$ cat config.mk
export PLATFORM = sky130hd
export DESIGN_NAME = ite_rr_arbiter_flat
export DESIGN_NICKNAME = d
export VERILOG_FILES = /design/src/rtl/ite_rr_arbiter_if.sv /design/src/rtl/ite_rr_arbiter.sv /design/src/flat_wrapper.sv
export SDC_FILE = /design/constraint.sdc
export NUM_CORES = 1
export LEC_CHECK = 0
export CAP_MARGIN = 10
export CORE_MARGIN = 1
export CORE_UTILIZATION = 34
export CTS_BUF_LIST = sky130_fd_sc_hd__clkbuf_16
export CTS_CLUSTER_SIZE = 8
export DETAILED_ROUTE_END_ITERATION = 10
export HOLD_SLACK_MARGIN = 0.12
export PLACE_DENSITY = 0.77
export SYNTH_ARGS = -nofsm -noshare
export SYNTH_HDL_FRONTEND = slang
export SYNTH_SLANG_ARGS = --single-unit
$ cat constraint.sdc
create_clock -name CLK -period 1.5 [get_ports CLK]
set_input_delay 0.225 -clock CLK [delete_from_list [all_inputs] [get_ports CLK]]
set_output_delay 0.225 -clock CLK [all_outputs]
set_load 0.02 [all_outputs]
$ cat src/rtl/ite_rr_arbiter_if.sv
// ite_rr_arbiter_if: requester and output-slot handshake bundle; I_lock exists only with ITE_ARB_LOCK_EN.
interface ite_rr_arbiter_if #(
    parameter int WIDTH = 3,
    parameter int NREQ = 4
);
    localparam int GW = $clog2(NREQ);
    logic [NREQ-1:0] I_valid;
    logic [NREQ*WIDTH-1:0] I_data;
    logic [NREQ-1:0] I_ready;
    logic O_valid;
    logic [WIDTH-1:0] O_data;
    logic [GW-1:0] O_grant;
    logic O_ready;
`ifdef ITE_ARB_LOCK_EN
    logic [NREQ-1:0] I_lock;
    modport master (output I_valid, I_data, I_lock, O_ready, input I_ready, O_valid, O_data, O_grant);
    modport slave (input I_valid, I_data, I_lock, O_ready, output I_ready, O_valid, O_data, O_grant);
`else
    modport master (output I_valid, I_data, O_ready, input I_ready, O_valid, O_data, O_grant);
    modport slave (input I_valid, I_data, O_ready, output I_ready, O_valid, O_data, O_grant);
`endif
endinterface

$ cat src/rtl/ite_rr_arbiter.sv
// ite_rr_arbiter: round-robin valid/ready arbiter into a one-entry output slot; ITE_ARB_LOCK_EN adds packet lock.
module ite_rr_arbiter #(
    parameter int WIDTH = 3,
    parameter int NREQ = 4,
    localparam int GW = $clog2(NREQ)
) (
    input logic CLK,
    input logic RESET,
    ite_rr_arbiter_if.slave bus
);
    typedef enum logic {EMPTY, FULL} state_e;
    state_e state_q, state_d;
    logic [WIDTH-1:0] data_q, data_d;
    logic [GW-1:0] grant_q, grant_d, ptr_q, ptr_d, win;
    logic [GW:0] idx;
    logic found, load;
`ifdef ITE_ARB_LOCK_EN
    logic lock_q, lock_d;
`endif
    assign load = !RESET && (state_q == EMPTY || bus.O_ready);
    assign bus.I_ready = (load && found) ? NREQ'(1) << win : '0;
    assign bus.O_valid = state_q == FULL;
    assign bus.O_data = data_q;
    assign bus.O_grant = grant_q;
    always_comb begin
        found = 1'b0;
        win = '0;
        idx = '0;
        for (int k = 0; k < NREQ; k++) begin
            idx = {1'b0, ptr_q} + (GW+1)'(k);
            idx = (idx >= (GW+1)'(NREQ)) ? idx - (GW+1)'(NREQ) : idx;
            if (!found && bus.I_valid[idx[GW-1:0]]) begin
                found = 1'b1;
                win = idx[GW-1:0];
            end
        end
`ifdef ITE_ARB_LOCK_EN
        // a locked packet owns the datapath until its final beat
        if (lock_q) begin
            found = bus.I_valid[ptr_q];
            win = ptr_q;
        end
`endif
    end
    always_comb begin
        state_d = state_q;
        data_d = data_q;
        grant_d = grant_q;
        ptr_d = ptr_q;
`ifdef ITE_ARB_LOCK_EN
        lock_d = lock_q;
`endif
        if (load) begin
            state_d = found ? FULL : EMPTY;
            if (found) begin
                data_d = bus.I_data[win*WIDTH +: WIDTH];
                grant_d = win;
                ptr_d = (win == GW'(NREQ-1)) ? '0 : win + 1'b1;
`ifdef ITE_ARB_LOCK_EN
                ptr_d = bus.I_lock[win] ? win : ptr_d;
                lock_d = bus.I_lock[win];
`endif
            end
        end
    end
    always_ff @(posedge CLK) begin
        if (RESET) begin
            state_q <= EMPTY;
            data_q <= '0;
            grant_q <= '0;
            ptr_q <= '0;
`ifdef ITE_ARB_LOCK_EN
            lock_q <= 1'b0;
`endif
        end else begin
            state_q <= state_d;
            data_q <= data_d;
            grant_q <= grant_d;
            ptr_q <= ptr_d;
`ifdef ITE_ARB_LOCK_EN
            lock_q <= lock_d;
`endif
        end
    end
endmodule

$ cat src/flat_wrapper.sv
// flat-port wrapper written by rule: the top's interface ports become plain ports
module ite_rr_arbiter_flat 
#(
    parameter int WIDTH = 3,
    parameter int NREQ = 4,
    localparam int GW = $clog2(NREQ)
)
  (CLK, RESET, bus_I_valid, bus_I_data, bus_O_ready, bus_I_ready, bus_O_valid, bus_O_data, bus_O_grant);
  ite_rr_arbiter_if #(.WIDTH(WIDTH), .NREQ(NREQ)) bus_i ();
  input logic CLK;
  input logic RESET;
  input wire logic [$bits(bus_i.I_valid)-1:0] bus_I_valid;
  input wire logic [$bits(bus_i.I_data)-1:0] bus_I_data;
  input wire logic [$bits(bus_i.O_ready)-1:0] bus_O_ready;
  output wire logic [$bits(bus_i.I_ready)-1:0] bus_I_ready;
  output wire logic [$bits(bus_i.O_valid)-1:0] bus_O_valid;
  output wire logic [$bits(bus_i.O_data)-1:0] bus_O_data;
  output wire logic [$bits(bus_i.O_grant)-1:0] bus_O_grant;
  assign bus_i.I_valid = bus_I_valid;
  assign bus_i.I_data = bus_I_data;
  assign bus_i.O_ready = bus_O_ready;
  assign bus_I_ready = bus_i.I_ready;
  assign bus_O_valid = bus_i.O_valid;
  assign bus_O_data = bus_i.O_data;
  assign bus_O_grant = bus_i.O_grant;
  ite_rr_arbiter #(.WIDTH(WIDTH), .NREQ(NREQ)) u_core (.CLK(CLK), .RESET(RESET), .bus(bus_i));
endmodule
Yosys cells after proc, flatten, opt, wreduce, memory -nomap -nowiden
Index checks and enable logic that the tools add are counted.
- $add $sub $neg: 8
- multiply operators: 1
- magnitude comparators: 8
- equal/unequal tests: 1
- shift-type cells: 2
- muxes and demuxes: 23
- bitwise gates (word level): 1
- reduce and logical (&&, ||, !) cells: 11
- operators by type and width (cell ; count):
    $mux W2 ; 9
    $lt A2 B3 Y1 const B ; 4
    $shiftx A12 B5 Y3 ; 1
    $ge A3 B3 Y1 const B ; 3
    $mux W1 ; 9
    $bmux W1 S2 ; 4
    $sub A2 B1 Y2 const B ; 4
    $add A2 B2 Y3 const B ; 2
    $logic_and A1 B1 Y1 ; 5
    $logic_not A1 Y1 ; 4
    $mul A2 B2 Y4 const B ; 1
    $mux W4 ; 1
    $shl A1 B2 Y4 const A ; 1
    $add A2 B1 Y3 const B ; 1
    $ge A2 B3 Y1 const B ; 1
    $add A2 B1 Y2 const B ; 1
    $eq A2 B2 Y1 const B ; 1
    $reduce_and A2 Y1 ; 1
    $logic_or A1 B1 Y1 ; 1
    $not A1 Y1 ; 1
- register bits after elaboration: 8
- output and inout bits: 10

Longest topological paths before layout
Gate-level depths: netlist of run 1.
- depth in word-level cells: 16
- gate-level depth with buffers: 7
- depth with buffers taken out: 7

Worst setup path after synthesis of run 1
OpenSTA, ideal clock, no wires.
- path type: register to output
- start: register u_core.ptr_q[1]
- end: output bus_I_ready[1]
- arrival: 1.383 ns
- required time: 1.275 ns
- path slack: -0.108 ns
- cell stages (with the launch flop): 7
- path buffers: 0
- cells stage by stage: dfxtp_1 -> mux2i_1 -> o22a_1 -> nand2_2 -> inv_1 -> ha_1 -> and2_1
- cells in the longest elaborated chain, start to end: 16
- elaborated cells between the ends (all ways): 40
- classes of those cells: add/sub: 7; order compare: 4; shift: 1; mux: 21; reduce/logical: 7
- ends and longest elaborated chain (element ; RTL line ; source):
    from (decl) ; ite_rr_arbiter.sv:14 ; logic [GW-1:0] grant_q, grant_d, ptr_q, ptr_d, win;
    from (signal assigned) ; ite_rr_arbiter.sv:79 ; ptr_q <= ptr_d;
    branches (longest 13 deep; another with $add A2 B1 Y3) ; n/a ;
    $mux W2 * ; ite_rr_arbiter.sv:32 ; if (!found && bus.I_valid[idx[GW-1:0]]) begin
    net u_core.win[0] ; ite_rr_arbiter.sv:14 ;
    $shl A1 B2 Y4 * ; ite_rr_arbiter.sv:21 ; assign bus.I_ready = (load && found) ? NREQ'(1) << win : '0;
    $mux W4 * ; ite_rr_arbiter.sv:21 ;
    to (decl) ; flat_wrapper.sv:15 ; output wire logic [$bits(bus_i.I_ready)-1:0] bus_I_ready;
Mark *: on every way through the listed nets, which the timed path passes. The select of a mux whose other input is x is not followed.

Worst setup path in the final report of run 1
- start: register u_core.ptr_q[1]
- end: output bus_I_ready[0]
- cells in the longest elaborated chain, start to end: 16
- elaborated cells between the ends (all ways): 40
- classes of those cells: add/sub: 7; order compare: 4; shift: 1; mux: 21; reduce/logical: 7
- ends and longest elaborated chain (element ; RTL line):
    branches (longest 15 deep; another with $add A2 B1 Y3) ; n/a
    $mux W4 * ; ite_rr_arbiter.sv:21
Every way passes the cells marked *. The select of a mux whose other input is x is not followed.

==> results of run 1 <==
## synth_stat cells
cell      n  area share (%)
or3_1     2             2.2
nor2b_1   3             3.3
mux2i_1   4             7.0
nor2_1    1            0.65
buf_2     1            0.87
and2_1    4             4.4
nand3_1   3             2.6
o22ai_1   1             1.1
nor4_1    1             1.1
o22a_1    1             1.5
o31ai_1   1             1.3
inv_2     1            0.65
o21ai_1   1            0.87
nand2_1   5             3.3
nand2b_1  2             2.2
nand3b_1  5             6.5
a211o_1   3             4.6
nand2_2   1             1.1
ha_1      4             8.7
nor3_1    1            0.87
o21ai_2   1             1.5
a221o_1   1             1.7
o211ai_1  3             3.9
dfxtp_1   8              28
inv_1     2             1.3
a21oi_1   4             3.5
o21ai_0   4             3.5
buf_1     1            0.65
a21o_1    1             1.3
## where the power goes
part,total (uW),internal [uW],switching [uW]
clock,459,348,111
combinational,726,382,344
sequential,299,261,37.9
total,1480,991,492
## cell type report
cell class	count	share of cell area (%)
Tap cell	16	1.59
Timing Repair Buffer	49	35.0
Clock inverter	1	0.298
Inverter	3	1.09
Clock buffer	3	5.96
Multi-Input combinational cell	57	43.0
Sequential cell	8	13.0
## worst register-to-register path, stage by stage (launching register included)
cell and delay [ns]:
dfxtp_4 0.37, mux2i_4 0.19, buf_4 0.14, buf_6 0.11
buf_4 0.13, o22ai_4 0.17, buf_4 0.16, o21ai_2 0.05
a211o_1 0.26, o211ai_1 0.09
## per-layer routing
layer	vias up	part of all wire (%)	GRT usage, %
li1	361	-	-
met1	364	42	28.3
met2	28	52	42.1
met3	4	4.1	6.38
met4	0	1.3	11.5
met5	-	0	0
## path summary, 6_finish.rpt
kind                                            start               endpoint  slack (ns)  cells past startpoint
worst min-delay path            u_core.bus.O_grant[0]  u_core.bus.O_grant[0]        0.49                      2
worst max register to register        u_core.ptr_q[1]   u_core.bus.O_data[0]       -0.25                      9
worst min register to register  u_core.bus.O_grant[0]  u_core.bus.O_grant[0]        0.49                      2
worst max-delay path                  u_core.ptr_q[1]         bus_I_ready[0]       -0.39                      6
## logic make-up (layout without fill, tap and decap cells)
logic type | count (synthesis) | in the layout | share of synthesized area [%]
and+or+nand+nor | 28 | 28 | 28.1
AOI/OAI and AO/OA | 21 | 21 | 24.8
DFF | 8 | 8 | 27.9
buffers and inverters | 5 | 56 | 3.48
adders and majority gates | 4 | 4 | 8.71
muxes | 4 | 4 | 6.97
## registers in the layout (all words and copies together) (netlist names)
name                count
u_core.bus.O_grant      2
u_core.bus.O_data       3
u_core.ptr_q            2
u_core.bus.O_valid      1
## through the flow
step | setup WS, ns | hold slack, ns
3_5_place_dp | -0.959 | 0.450
4_1_cts | -0.385 | 0.459
3_3_place_gp | -0.902 | 0.453
2_1_floorplan | -0.0168 | 0.437
6_report | -0.391 | 0.486
5_1_grt | -0.441 | 0.498
## timing repair
action | 4_1_cts | 5_1_grt
resized for setup | 36 | 33
pin swaps | 3 | 15
endpoints found under the setup margin | 11 | 9
setup buffers | 3 | 6
==> results.py, run 1 <==
metrics = {
    "floorplan": {
        "ioPinCount": 29,
        "dieArea_um2": 1860,
        "initial_core_util_pct": 37.3,
        "die_w_um": 43.1,
        "row_count": 14,
        "die_height_um": 43.1,
        "core-area_um2": 1540,
    },
    "final_layout": {
        "final_common_cell": "clkdlybuf4s50_1",
        "nFillCells": 96,
        "multi_input_area_um2": 542,
        "stdcell_area_um2": 1260,
        "drive_gt1_share_pct": 48.8,
        "final_cell_mix": "clkdlybuf4s50_1, buf_4, buf_6, dfxtp_1, nand3b_1",
        "area_delta_synth_final_pct": 119,
        "seqCellArea_um2": 164,
        "final_util_pct": 81.7,
        "final_nets": 145,
        "antenna_cells": 0,
        "finalNonFillerCells": 137,
    },
    "place": {
        "io_buffers": 28,
        "hpwl_um": 1470,
        "placed_area_um2": 1010,
        "place_inst": 128,
        "gp_congestion": 0.887,
    },
    "clock_tree": {
        "cts_buffer_depth": 2,
        "cts_root_buffer": "clkbuf_16",
        "tritoncts": "yes",
        "cts.hold.buffers_added": 0,
        "htreeDepth": 1,
        "worstSkewPairLatency_ns": 0.23,
        "cts_buffers": 3,
        "clk_pin_slew_ns": 0.04,
        "cts.sinks": 8,
    },
    "power": {
        "p_per_area_nw_per_um2": 1180,
        "irDropWorstVdd_mv": 0.826,
        "power_uw": 1480,
        "p_leak_uw": 0.000524,
    },
    "routing": {
        "via_per_inst": 5.53,
        "vias": 757,
        "finalWirelength_um": 2250,
        "wl_per_cell_um": 16.4,
        "drt_iter0_drc": 14,
        "ant_nets": 0,
        "dr.pass1.iters": 4,
        "drc": 0,
    },
    "grt": {
        "grt_pass1_wl_um": 3350,
        "overflow": 0,
        "grt_pass1_vias": 773,
        "grt_max_degree": 10,
        "antenna_found_initial": 0,
        "grt_usage_pct": 24.7,
    },
    "outcome": {
        "outcome": "complete, but fails checks",
        "violations": "setup timing",
    },
    "timing": {
        "setup_tns_ns": -2.11,
        "setup_ws_ns": -0.391,
        "hold_violations": 0,
        "slew_violations": 0,
        "fin_crit_sh_pct": 126,
        "fin_skew_ns": 0.00424,
        "worst_pin_slew_ns": 0.401,
        "relSlewSlack_pct": 73.0,
        "setup_viol": 8,
        "rsz0062_at_grt": "yes",
        "period_minus_slack_ns": 1.89,
        "fmax_mhz": 529,
    },
    "synthesis": {
        "synth_area_um2": 574,
        "syn_nets": 93,
        "synth_warnings": 0,
        "avgSynthCellArea_um2": 8.20,
        "ys_types": 29,
        "syn-instance-count": 70,
        "ys_ff_latch": 8,
        "ys_seq_area_share_pct": 27.9,
    },
    "setup_path": {
        "worstPathRequired_ns": 1.27,
        "path_max_fanout": 4,
        "crit_family": "flip-flops",
        "critPathBufInv": 1,
        "arrival_ns": 1.67,
        "start_kind": "register",
        "slowest_stage": "dfxtp_4",
        "cp_cell_sequence": "mux2i_4 -> o22a_1 -> nand2_4 -> ha_2 -> and2_4 -> buf_6",
        "path_class": "register to primary output",
        "endpoint_kind": "primary output",
        "max_stage_delay_ns": 0.39,
    },
    "hold_path": {
        "hold_path_class": "register to register",
    },
    "run": {
        "maxCapViolations": 0,
    },
}
Note: power is estimated with default switching activity, not from simulation.
==> run 2, diff against run 1 <==
--- a/config.mk
+++ b/config.mk
@@ -13,6 +13,7 @@
 export DETAILED_ROUTE_END_ITERATION = 10
 export HOLD_SLACK_MARGIN = 0.12
 export PLACE_DENSITY = 0.77
+export SETUP_SLACK_MARGIN = 0.1
 export SYNTH_ARGS = -nofsm -noshare
 export SYNTH_HDL_FRONTEND = slang
 export SYNTH_SLANG_ARGS = --single-unit
==> run 2 against run 1 <==
Effect of this change:
- global-route usage fell by 2.1 points
- critical path type unchanged
- die area unchanged
- clock skew shrank 0.0013 ns
- largest cell class is now buffers
- non-clock buffer count down 1
- design area decreased by 5.5%
- hold slack got worse by 0.041 ns
- worst setup slack better by 0.026 ns
- via count fell by 2.6%
- the run still ends with setup timing left
- first-iteration DRC count grew 29%
- fmax increased by 1.4%
==> results.py, run 2 (same netlist as run 1, synthesis figures left out) <==
metrics = {
    "outcome": {
        "outcome": "complete, but fails checks",
        "violations": "setup timing",
    },
    "timing": {
        "setup_ws_ns": -0.365,
        "fin_crit_sh_pct": 124,
        "worst_pin_slew_ns": 0.355,
        "setup_tns_ns": -2.09,
        "rsz0062_at_grt": "yes",
        "setup_viol": 8,
        "slew_violations": 0,
        "period_minus_slack_ns": 1.87,
        "fin_skew_ns": 0.00293,
        "relSlewSlack_pct": 76.3,
        "hold_violations": 0,
        "fmax_mhz": 536,
    },
    "grt": {
        "overflow": 0,
        "grt_pass1_vias": 707,
        "grt_pass1_wl_um": 3070,
        "antenna_found_initial": 0,
        "grt_max_degree": 10,
        "grt_usage_pct": 22.6,
    },
    "final_layout": {
        "final_cell_mix": "clkdlybuf4s50_1, buf_4, buf_6",
        "final_nets": 144,
        "antenna_cells": 0,
        "area_delta_synth_final_pct": 107,
        "finalNonFillerCells": 136,
        "drive_gt1_share_pct": 39.2,
        "largest_register_ffs": 3,
    },
    "setup_path": {
        "endpoint_kind": "primary output",
        "arrival_ns": 1.64,
        "path_max_fanout": 4,
        "worstPathRequired_ns": 1.27,
        "path_class": "register to primary output",
        "reg2reg_to": "u_core.bus.O_data[0]",
        "reg2reg_slack_ns": -0.24,
        "start_kind": "register",
        "worstSetupStartpoint": "u_core.ptr_q[1]",
        "rr_worst_depth": 9,
        "timing.rr.start": "u_core.ptr_q[1]",
    },
    "hold_path": {
        "hold_path_class": "register to register",
        "hold-path-endpoint": "u_core.bus.O_grant[0]",
        "hold_start": "u_core.bus.O_grant[0]",
        "whs_path_depth": 2,
    },
    "clock_tree": {
        "cts_buffers": 3,
        "worstSkewPairLatency_ns": 0.23,
        "cts_buffer_depth": 2,
        "tritoncts": "yes",
        "cts_root_buffer": "clkbuf_16",
        "cts.sinks": 8,
        "clk_pin_slew_ns": 0.04,
        "cts.hold.buffers_added": 0,
        "htreeDepth": 1,
    },
    "floorplan": {
        "ioPinCount": 29,
        "dieArea_um2": 1860,
        "row_count": 14,
        "die_w_um": 43.1,
        "core-area_um2": 1540,
        "die_height_um": 43.1,
        "initial_core_util_pct": 37.3,
    },
    "routing": {
        "dr.pass1.iters": 4,
        "finalWirelength_um": 2030,
        "drt_iter0_drc": 18,
        "dr_wl_met3_um": 100,
        "wl_met2_um": 1050,
        "met1_length_um": 859,
        "wl_per_cell_um": 14.9,
        "via_per_inst": 5.42,
        "drc": 0,
        "ant_nets": 0,
        "topRoutingLayerUsed": "met4",
        "vias": 737,
    },
    "power": {
        "p_leak_uw": 0.000571,
        "irDropWorstVdd_mv": 1.55,
        "p_per_area_nw_per_um2": 1170,
    },
    "place": {
        "hpwl_um": 1320,
        "io_buffers": 28,
        "place_inst": 127,
        "gp_congestion": 0.829,
    },
    "run": {
        "maxCapViolations": 0,
    },
}
-- run 2: cell types whose count changed in the layout (fill, tap and decap cells not counted), sizes merged --
cell	delta
dlymetal6s2s	+4
dlygate4sd2	+1
buf	-1
clkdlybuf4s50	-4
clkdlybuf4s15	+1
clkbuf	-2
-- run 2: worst max-delay path: stages, from the launching register on --
cell,delay (ns)
dfxtp_4,0.37
nand2_4,0.06
a221o_1,0.34
o21ai_4,0.12
inv_2,0.08
ha_1,0.19
and2_4,0.14
buf_6,0.12
-- run 2: metal layers --
metal  vias up  GRT usage [%]
met5         -              0
met4         0           15.2
met3         2           5.53
met2        29           34.3
met1       348           27.8
li1        358              -
-- run 2: layout make-up --
class,count,area [um^2]
timing repair buffer,48,460
tap,16,20.0
sequential,8,165
fill,100,352
clock buffer,3,75.1
clock inverter,1,3.75
inverter,3,11.3
multi-input combinational,57,454
-- run 2: per-stage QoR --
| stage | setup slack (ns) | instance area, um^2 | utilization, % | hold slack (ns) | power [uW] |
|---|---|---|---|---|---|
| floorplan | 0.00979 | 598 | - | 0.437 | 563 |
| CTS | -0.290 | 1140 | 74.1 | 0.452 | 1340 |
| finish | -0.365 | 1190 | 77.2 | 0.445 | 1390 |
| detailed placement | -0.951 | 1000 | 65.0 | 0.449 | 837 |
| global route | -0.414 | 1190 | 77.2 | 0.478 | 1480 |
| global placement | -0.920 | 1000 | 65.0 | 0.447 | 828 |
-- run 2: how the worst max path moves through the flow --
stage / endpoint / slack (ns) / cells after the start
global route: bus_I_ready[1] / -0.41 / 7
detailed placement: bus_I_ready[3] / -0.95 / 5
finish: bus_I_ready[3] / -0.37 / 7
global placement: bus_I_ready[0] / -0.92 / 7
CTS: bus_I_ready[0] / -0.29 / 6
floorplan: bus_I_ready[1] / 0.01 / 6
-- run 2: power by group --
group          internal, uW  switching, uW  leakage (uW)
combinational           359            299      0.000461
sequential              262           31.3     0.0000674
clock                   346           95.7     0.0000423
total                   967            426      0.000571
-- run 2: what timing repair did --
action / CTS / global route
cloned: 0 / 0
setup endpoints to repair: 11 / 14
buffers inserted: 5 / 4
pin swaps: 6 / 4
gates resized for setup: 39 / 13
